### config.mk
export PLATFORM = sky130hd
export DESIGN_NAME = pt_access_arbiter
export DESIGN_NICKNAME = d
export VERILOG_FILES = /design/src/rtl/pt_access_arbiter.sv
export SDC_FILE = /design/constraint.sdc
export NUM_CORES = 1
export LEC_CHECK = 0
export CORE_MARGIN = 3
export CORE_UTILIZATION = 30
export CTS_CLUSTER_SIZE = 12
export DETAILED_ROUTE_END_ITERATION = 7
export SLEW_MARGIN = 20
export SYNTH_ARGS = -nofsm -noshare
export SYNTH_HDL_FRONTEND = slang
export SYNTH_SLANG_ARGS = --single-unit
### constraint.sdc
create_clock -name clk -period 2.4 [get_ports clk]
set_input_delay 0.48 -clock clk [delete_from_list [all_inputs] [get_ports clk]]
set_output_delay 0.48 -clock clk [all_outputs]
set_load 0.03 [all_outputs]
### src/rtl/pt_access_arbiter.sv
// Serialises two round-robin lookup requesters and one priority insert requester onto one page table port.
// Optional lookup timeout is enabled with `define PT_ARB_TIMEOUT_EN.
module pt_access_arbiter #(
   parameter int unsigned ADDR_W  = 5,
   parameter int unsigned ENTRY_W = 10,
   parameter int unsigned TIMEOUT = 15
) (
   input  logic               clk,
   input  logic               rst,
   input  logic               REQ_A_RQST,
   input  logic [ADDR_W-1:0]  REQ_A_ADDR,
   output logic               REQ_A_DONE,
   output logic [ENTRY_W-1:0] REQ_A_DATA,
   output logic               REQ_A_ERR,
   input  logic               REQ_B_RQST,
   input  logic [ADDR_W-1:0]  REQ_B_ADDR,
   output logic               REQ_B_DONE,
   output logic [ENTRY_W-1:0] REQ_B_DATA,
   output logic               REQ_B_ERR,
   input  logic               INS_RQST,
   input  logic [ADDR_W-1:0]  INS_INDX,
   input  logic [ENTRY_W-1:0] INS_ENTRY,
   output logic               INS_DONE,
   output logic               PT_LOOKUP_RQST,
   output logic [ADDR_W-1:0]  PT_LOOKUP_ADDR,
   input  logic               PT_LOOKUP_COMPLETE,
   input  logic [ENTRY_W-1:0] PT_LOOKUP_RETURN,
   output logic               PT_INSERT_RQST,
   output logic [ADDR_W-1:0]  PT_INSERT_INDX,
   output logic [ENTRY_W-1:0] PT_INSERT_ENTRY
);

   typedef enum logic [1:0] {IDLE, LOOKUP, INSERT, RELEASE} state_t;

   state_t               state_q, state_n;
   logic                 gnt_b_q, gnt_b_n;
   logic                 ptr_b_q, ptr_b_n;
   logic                 lk_rqst_q, lk_rqst_n;
   logic [ADDR_W-1:0]    lk_addr_q, lk_addr_n;
   logic                 ins_rqst_q, ins_rqst_n;
   logic [ADDR_W-1:0]    ins_indx_q, ins_indx_n;
   logic [ENTRY_W-1:0]   ins_entry_q, ins_entry_n;
   logic                 done_a_q, done_a_n, done_b_q, done_b_n;
   logic                 ins_done_q, ins_done_n;
   logic [ENTRY_W-1:0]   data_a_q, data_a_n, data_b_q, data_b_n;
   logic                 pick_b_c;
   logic                 fin_c;
   logic [ENTRY_W-1:0]   fin_data_c;

`ifdef PT_ARB_TIMEOUT_EN
   localparam int unsigned CNT_W = (TIMEOUT > 0) ? $clog2(TIMEOUT + 1) : 1;
   logic [CNT_W-1:0]     cnt_q, cnt_n;
   logic                 err_a_q, err_a_n, err_b_q, err_b_n;
   logic                 fin_err_c;
`endif

   // Next-state and next-output logic
   always_comb begin
      state_n     = state_q;
      gnt_b_n     = gnt_b_q;
      ptr_b_n     = ptr_b_q;
      lk_rqst_n   = lk_rqst_q;
      lk_addr_n   = lk_addr_q;
      ins_rqst_n  = 1'b0;
      ins_indx_n  = ins_indx_q;
      ins_entry_n = ins_entry_q;
      done_a_n    = 1'b0;
      done_b_n    = 1'b0;
      ins_done_n  = 1'b0;
      data_a_n    = data_a_q;
      data_b_n    = data_b_q;
      fin_c       = 1'b0;
      fin_data_c  = '0;
      // B wins only when A is idle or the pointer favours B
      pick_b_c    = REQ_B_RQST && (!REQ_A_RQST || ptr_b_q);
`ifdef PT_ARB_TIMEOUT_EN
      cnt_n       = cnt_q;
      err_a_n     = 1'b0;
      err_b_n     = 1'b0;
      fin_err_c   = 1'b0;
`endif
      case (state_q)
         IDLE: begin
            if (INS_RQST) begin
               ins_indx_n  = INS_INDX;
               ins_entry_n = INS_ENTRY;
               ins_rqst_n  = 1'b1;
               state_n     = INSERT;
            end else if (REQ_A_RQST || REQ_B_RQST) begin
               gnt_b_n   = pick_b_c;
               lk_addr_n = pick_b_c ? REQ_B_ADDR : REQ_A_ADDR;
               lk_rqst_n = 1'b1;
               state_n   = LOOKUP;
`ifdef PT_ARB_TIMEOUT_EN
               cnt_n     = '0;
`endif
            end
         end
         LOOKUP: begin
            if (PT_LOOKUP_COMPLETE) begin
               fin_c      = 1'b1;
               fin_data_c = PT_LOOKUP_RETURN;
`ifdef PT_ARB_TIMEOUT_EN
            end else if (cnt_q == CNT_W'(TIMEOUT)) begin
               fin_c     = 1'b1;
               fin_err_c = 1'b1;
            end else begin
               cnt_n = cnt_q + CNT_W'(1);
`endif
            end
         end
         INSERT: begin
            ins_done_n = 1'b1;
            state_n    = RELEASE;
         end
         RELEASE: state_n = IDLE;
         default: state_n = IDLE;
      endcase

      // Lookup completion (normal or timed out) for the granted side
      if (fin_c) begin
         lk_rqst_n = 1'b0;
         ptr_b_n   = !gnt_b_q;
         state_n   = RELEASE;
         if (gnt_b_q) begin
            done_b_n = 1'b1;
            data_b_n = fin_data_c;
`ifdef PT_ARB_TIMEOUT_EN
            err_b_n  = fin_err_c;
`endif
         end else begin
            done_a_n = 1'b1;
            data_a_n = fin_data_c;
`ifdef PT_ARB_TIMEOUT_EN
            err_a_n  = fin_err_c;
`endif
         end
      end
   end

   // State and output registers
   always_ff @(posedge clk or posedge rst) begin
      if (rst) begin
         state_q     <= IDLE;
         gnt_b_q     <= 1'b0;
         ptr_b_q     <= 1'b0;
         lk_rqst_q   <= 1'b0;
         lk_addr_q   <= '0;
         ins_rqst_q  <= 1'b0;
         ins_indx_q  <= '0;
         ins_entry_q <= '0;
         done_a_q    <= 1'b0;
         done_b_q    <= 1'b0;
         ins_done_q  <= 1'b0;
         data_a_q    <= '0;
         data_b_q    <= '0;
`ifdef PT_ARB_TIMEOUT_EN
         cnt_q       <= '0;
         err_a_q     <= 1'b0;
         err_b_q     <= 1'b0;
`endif
      end else begin
         state_q     <= state_n;
         gnt_b_q     <= gnt_b_n;
         ptr_b_q     <= ptr_b_n;
         lk_rqst_q   <= lk_rqst_n;
         lk_addr_q   <= lk_addr_n;
         ins_rqst_q  <= ins_rqst_n;
         ins_indx_q  <= ins_indx_n;
         ins_entry_q <= ins_entry_n;
         done_a_q    <= done_a_n;
         done_b_q    <= done_b_n;
         ins_done_q  <= ins_done_n;
         data_a_q    <= data_a_n;
         data_b_q    <= data_b_n;
`ifdef PT_ARB_TIMEOUT_EN
         cnt_q       <= cnt_n;
         err_a_q     <= err_a_n;
         err_b_q     <= err_b_n;
`endif
      end
   end

   assign REQ_A_DONE      = done_a_q;
   assign REQ_A_DATA      = data_a_q;
   assign REQ_B_DONE      = done_b_q;
   assign REQ_B_DATA      = data_b_q;
   assign INS_DONE        = ins_done_q;
   assign PT_LOOKUP_RQST  = lk_rqst_q;
   assign PT_LOOKUP_ADDR  = lk_addr_q;
   assign PT_INSERT_RQST  = ins_rqst_q;
   assign PT_INSERT_INDX  = ins_indx_q;
   assign PT_INSERT_ENTRY = ins_entry_q;
`ifdef PT_ARB_TIMEOUT_EN
   assign REQ_A_ERR       = err_a_q;
   assign REQ_B_ERR       = err_b_q;
`else
   assign REQ_A_ERR       = 1'b0;
   assign REQ_B_ERR       = 1'b0;
`endif

endmodule

==> impl_results.md <==
* Flop and latch count out of synthesis at slightly below 50
* Number of DRC markers after the initial detailed-route iteration at 59
* Standard-cell rows at 28
* Highest attainable clock frequency at 548 MHz
* Max capacitance violation total at 0
* Number of buffers added by the clock tree synthesis step at 5
* DR DRC count at 0
* Setup repair after global routing missed its margin: false
* Worst clock skew on the final layout at 1.50 ps
* Multi-input combinational cell area at 672 um2
* Number of setup violations in the final report at 0
* Terminating pin of the worst hold path: PT_LOOKUP_RQST
* Result of the run: complete, no violations
* Share of cells above drive strength 1 at 22.4%
* Sequential element share of the synthesized area at about 62%
* Resized Gates After CTS at 0
* Placed Area at between 2000 and 3000 um2
* Effective utilization at floorplan at 32.2%
* Area growth, synth to finish at 52.1%
* Final Instance Area at 3010 um2
* Type of the worst setup path: reg2out
* Final HPWL from detailed placement at 3250 um
* Register area at around 1200 um2
* Worst flop-to-flop path startpoint: state_q[0]
* Cell depth of the worst min-delay path at 1
* Fraction of the mapped netlist area in adder cells at 0%
* Cell chain of the critical path: clkdlybuf4s50_1
* Simple logic cell fraction of the synthesized area at approximately 5.5%
* Count of port buffers added during placement at 85
* Number of instances in the synthesized netlist at 134
* Path depth of the worst reg2reg path at 3
* Final-layout worst hold slack at 501 ps
* CP peak stage delay at 680 ps
* Worst-path cell with the longest stage delay: sky130_fd_sc_hd__clkdlybuf4s50_1
* Time the final worst path needs with I/O delays and setup at 1830 ps
* Antenna violations before repair at 0
* H-tree levels at 2
* Share of the synthesized area in compound gates (AO/OA/AOI/OAI) at between 5 and 6%
* Routed vias/inst at 4.54
* Final worst path period share at 76.1%
* Kind of path behind the tightest hold check: reg2reg
* Hold Vio Cnt, Final at 0
* Number of max-slew violations in the final report at 0
* Share of cell area taken by muxes after synthesis at between 20% and 30%
* Count of pins on the block boundary at 88
* Number of unique standard cell types used by synthesis at 25
* Power density relative to cell area at ~1400 nW/um2
* First-pass detailed-route iteration total at 4
* Area of the die at 7600 um2
* Critical path data arrival time at 1350 ps
* # diodes at 0
* Vias in the first global route at 1356
* Number of buffers on the longest clock path at 2
* Worst-path fanout max at 2
* Aggregate routed wire length at around 4400 um
* Post-route antenna net violation count at 0
* Hold Startpoint: PT_LOOKUP_RQST
* Combinational family with the most area after synthesis: multiplexers
* Largest cells by area after synthesis: sky130_fd_sc_hd__dfrtp_1 62%, sky130_fd_sc_hd__mux2_2 15%, sky130_fd_sc_hd__mux2_4 6.8%
* Average wire per standard cell at 14.6 um
* # clock sinks at 49
* Setup crit start kind: flop
* Clock latency on the worst-skew pair at between 200 and 300 ps
* Worst ir drop on vdd at 0.000710 V
* Number of vias after detailed routing at 1352
* Setup crit end kind: primary output
* Height of the chip at 87.2 um
* Actual transition at the worst max-transition pin at 513 ps
* Gp weighted congestion at 0.739
* Setup TNS at 0 ps
* All-layer global routing usage at 12.0%
* Worst reg2reg setup slack at 820 ps
* Number of filler instances in the final layout at 560
* Area leader, netlist: sky130_fd_sc_hd__dfrtp_1
* Worst Path Buf+Inv at 1
* Global-route wire length before repair at between 6000 and 7000 um
* Relative slew margins at 65.7%
* CTS clk-pin slew, worst paths at 80 ps
* Share of the core filled with cells at 49.0%
* Die W at 87.2 um
* Clock root buffer: sky130_fd_sc_hd__clkbuf_8
* Post-CTS setup buffer count at 0
* Post-synthesis share of cell area spent on xor and xnor gates at 0%
* NumNets Final at approximately 260
* Top cell family by delay on the critical path: buffers and inverters
* Pin count of the biggest net entering global routing at 50
* Leakage dissipation at 1.26 nW
* Synth top area share at between 60% and 70%
* Total of hold buffers inserted after clock tree synthesis at 0
* Number of synthesis warnings at 0
* Grt ovf at 0
* Area of the core region at 6130 um2
* Req. time, crit path at 1920 ps
* FF-to-FF End: PT_INSERT_ENTRY[2]
* Mean area per synthesized cell at 14.7 um2
* TritonCTS clock tree: built
* Post-synth design cell area at 1980 um2
[logic make-up (layout without fill, tap and decap cells)]
group	count (synthesis)	after routing
buf+inv	11	99
compound gates	20	20
mux	36	36
simple gates	17	17
flops	49	49
other cells	1	2
[area by class of cell]
class | count | share of cell area (%)
Sequential cell | 49 | 40.8
Timing Repair Buffer | 88 | 29.5
Multi-Input combinational cell | 75 | 22.4
Tap cell | 75 | 3.12
Clock buffer | 7 | 2.87
Clock inverter | 1 | 0.999
Inverter | 3 | 0.375
[cells in the mapped netlist, drive strengths merged]
master / instances
a21oi: 6
a31oi: 5
and2: 2
and2b: 1
and3b: 1
buf: 7
clkbuf: 1
conb: 1
dfrtp: 49
inv: 3
mux2: 36
nand2: 1
nand3b: 6
nor2: 4
nor2b: 1
nor3: 1
o21a: 2
o21ai: 6
o21ba: 1
[flip-flops by register name, indices dropped and copies added (netlist names)]
signal	flops
REQ_A_DONE	1
REQ_A_DATA	10
REQ_B_DATA	10
PT_INSERT_RQST	1
REQ_B_DONE	1
PT_LOOKUP_ADDR	5
PT_INSERT_INDX	5
INS_DONE	1
PT_LOOKUP_RQST	1
ptr_b_q	1
state_q	2
gnt_b_q	1
PT_INSERT_ENTRY	10
[how the worst max path moves through the flow]
stage                             startpoint            endpoint  cells past startpoint
final                     PT_INSERT_ENTRY[1]  PT_INSERT_ENTRY[1]                      1
after global placement    PT_LOOKUP_COMPLETE       REQ_B_DATA[9]                      4
after floorplan                          rst            INS_DONE                      1
after global routing      PT_INSERT_ENTRY[1]  PT_INSERT_ENTRY[1]                      1
after detailed placement  PT_LOOKUP_COMPLETE       REQ_B_DATA[7]                      4
after CTS                      REQ_A_DATA[2]       REQ_A_DATA[2]                      1
[power breakdown]
group	internal [mW]	total (mW)	switching (mW)	leakage, nW
clock network	0.340	0.600	0.261	0.0585
logic	1.10	2.28	1.18	0.619
registers	1.23	1.45	0.221	0.584
[cell usage in the layout (no fill, tap or decap), types with 2 or more instances in the layout]
master                             n
sky130_fd_sc_hd__a21oi_1           6
sky130_fd_sc_hd__clkbuf_8          6
sky130_fd_sc_hd__buf_4             2
sky130_fd_sc_hd__inv_1             2
sky130_fd_sc_hd__a31oi_1           5
sky130_fd_sc_hd__o21a_1            2
sky130_fd_sc_hd__nand3b_1          6
sky130_fd_sc_hd__o21ai_0           6
sky130_fd_sc_hd__nor2_1            3
sky130_fd_sc_hd__conb_1            2
sky130_fd_sc_hd__mux2_4            9
sky130_fd_sc_hd__clkdlybuf4s50_1  85
sky130_fd_sc_hd__mux2_2           27
sky130_fd_sc_hd__dfrtp_1          49
[through the flow]
stage / std cells / setup slack [ps] / power [mW]
global route: 298 / 515 / 4.58
floorplan: 135 / 747 / 2.84
finish: 298 / 574 / 4.33
CTS: 298 / 550 / 4.40
global placement: 290 / 397 / 3.76
detailed placement: 290 / 346 / 3.78
[worst register-to-register path: stages, from the launching register on]
cell and delay, ps:
sky130_fd_sc_hd__dfrtp_1 450, sky130_fd_sc_hd__nor2_2 280, sky130_fd_sc_hd__and2_4 360, sky130_fd_sc_hd__mux2_2 370
[metal layers]
metal,vias up,share of wire (%),global-route usage [%]
met3,6,8.7,4.26
li1,641,-,-
met5,-,0,0
met2,58,43,17.1
met4,0,1.7,4.18
met1,647,47,16.7
(Power assumes the default switching activity.)
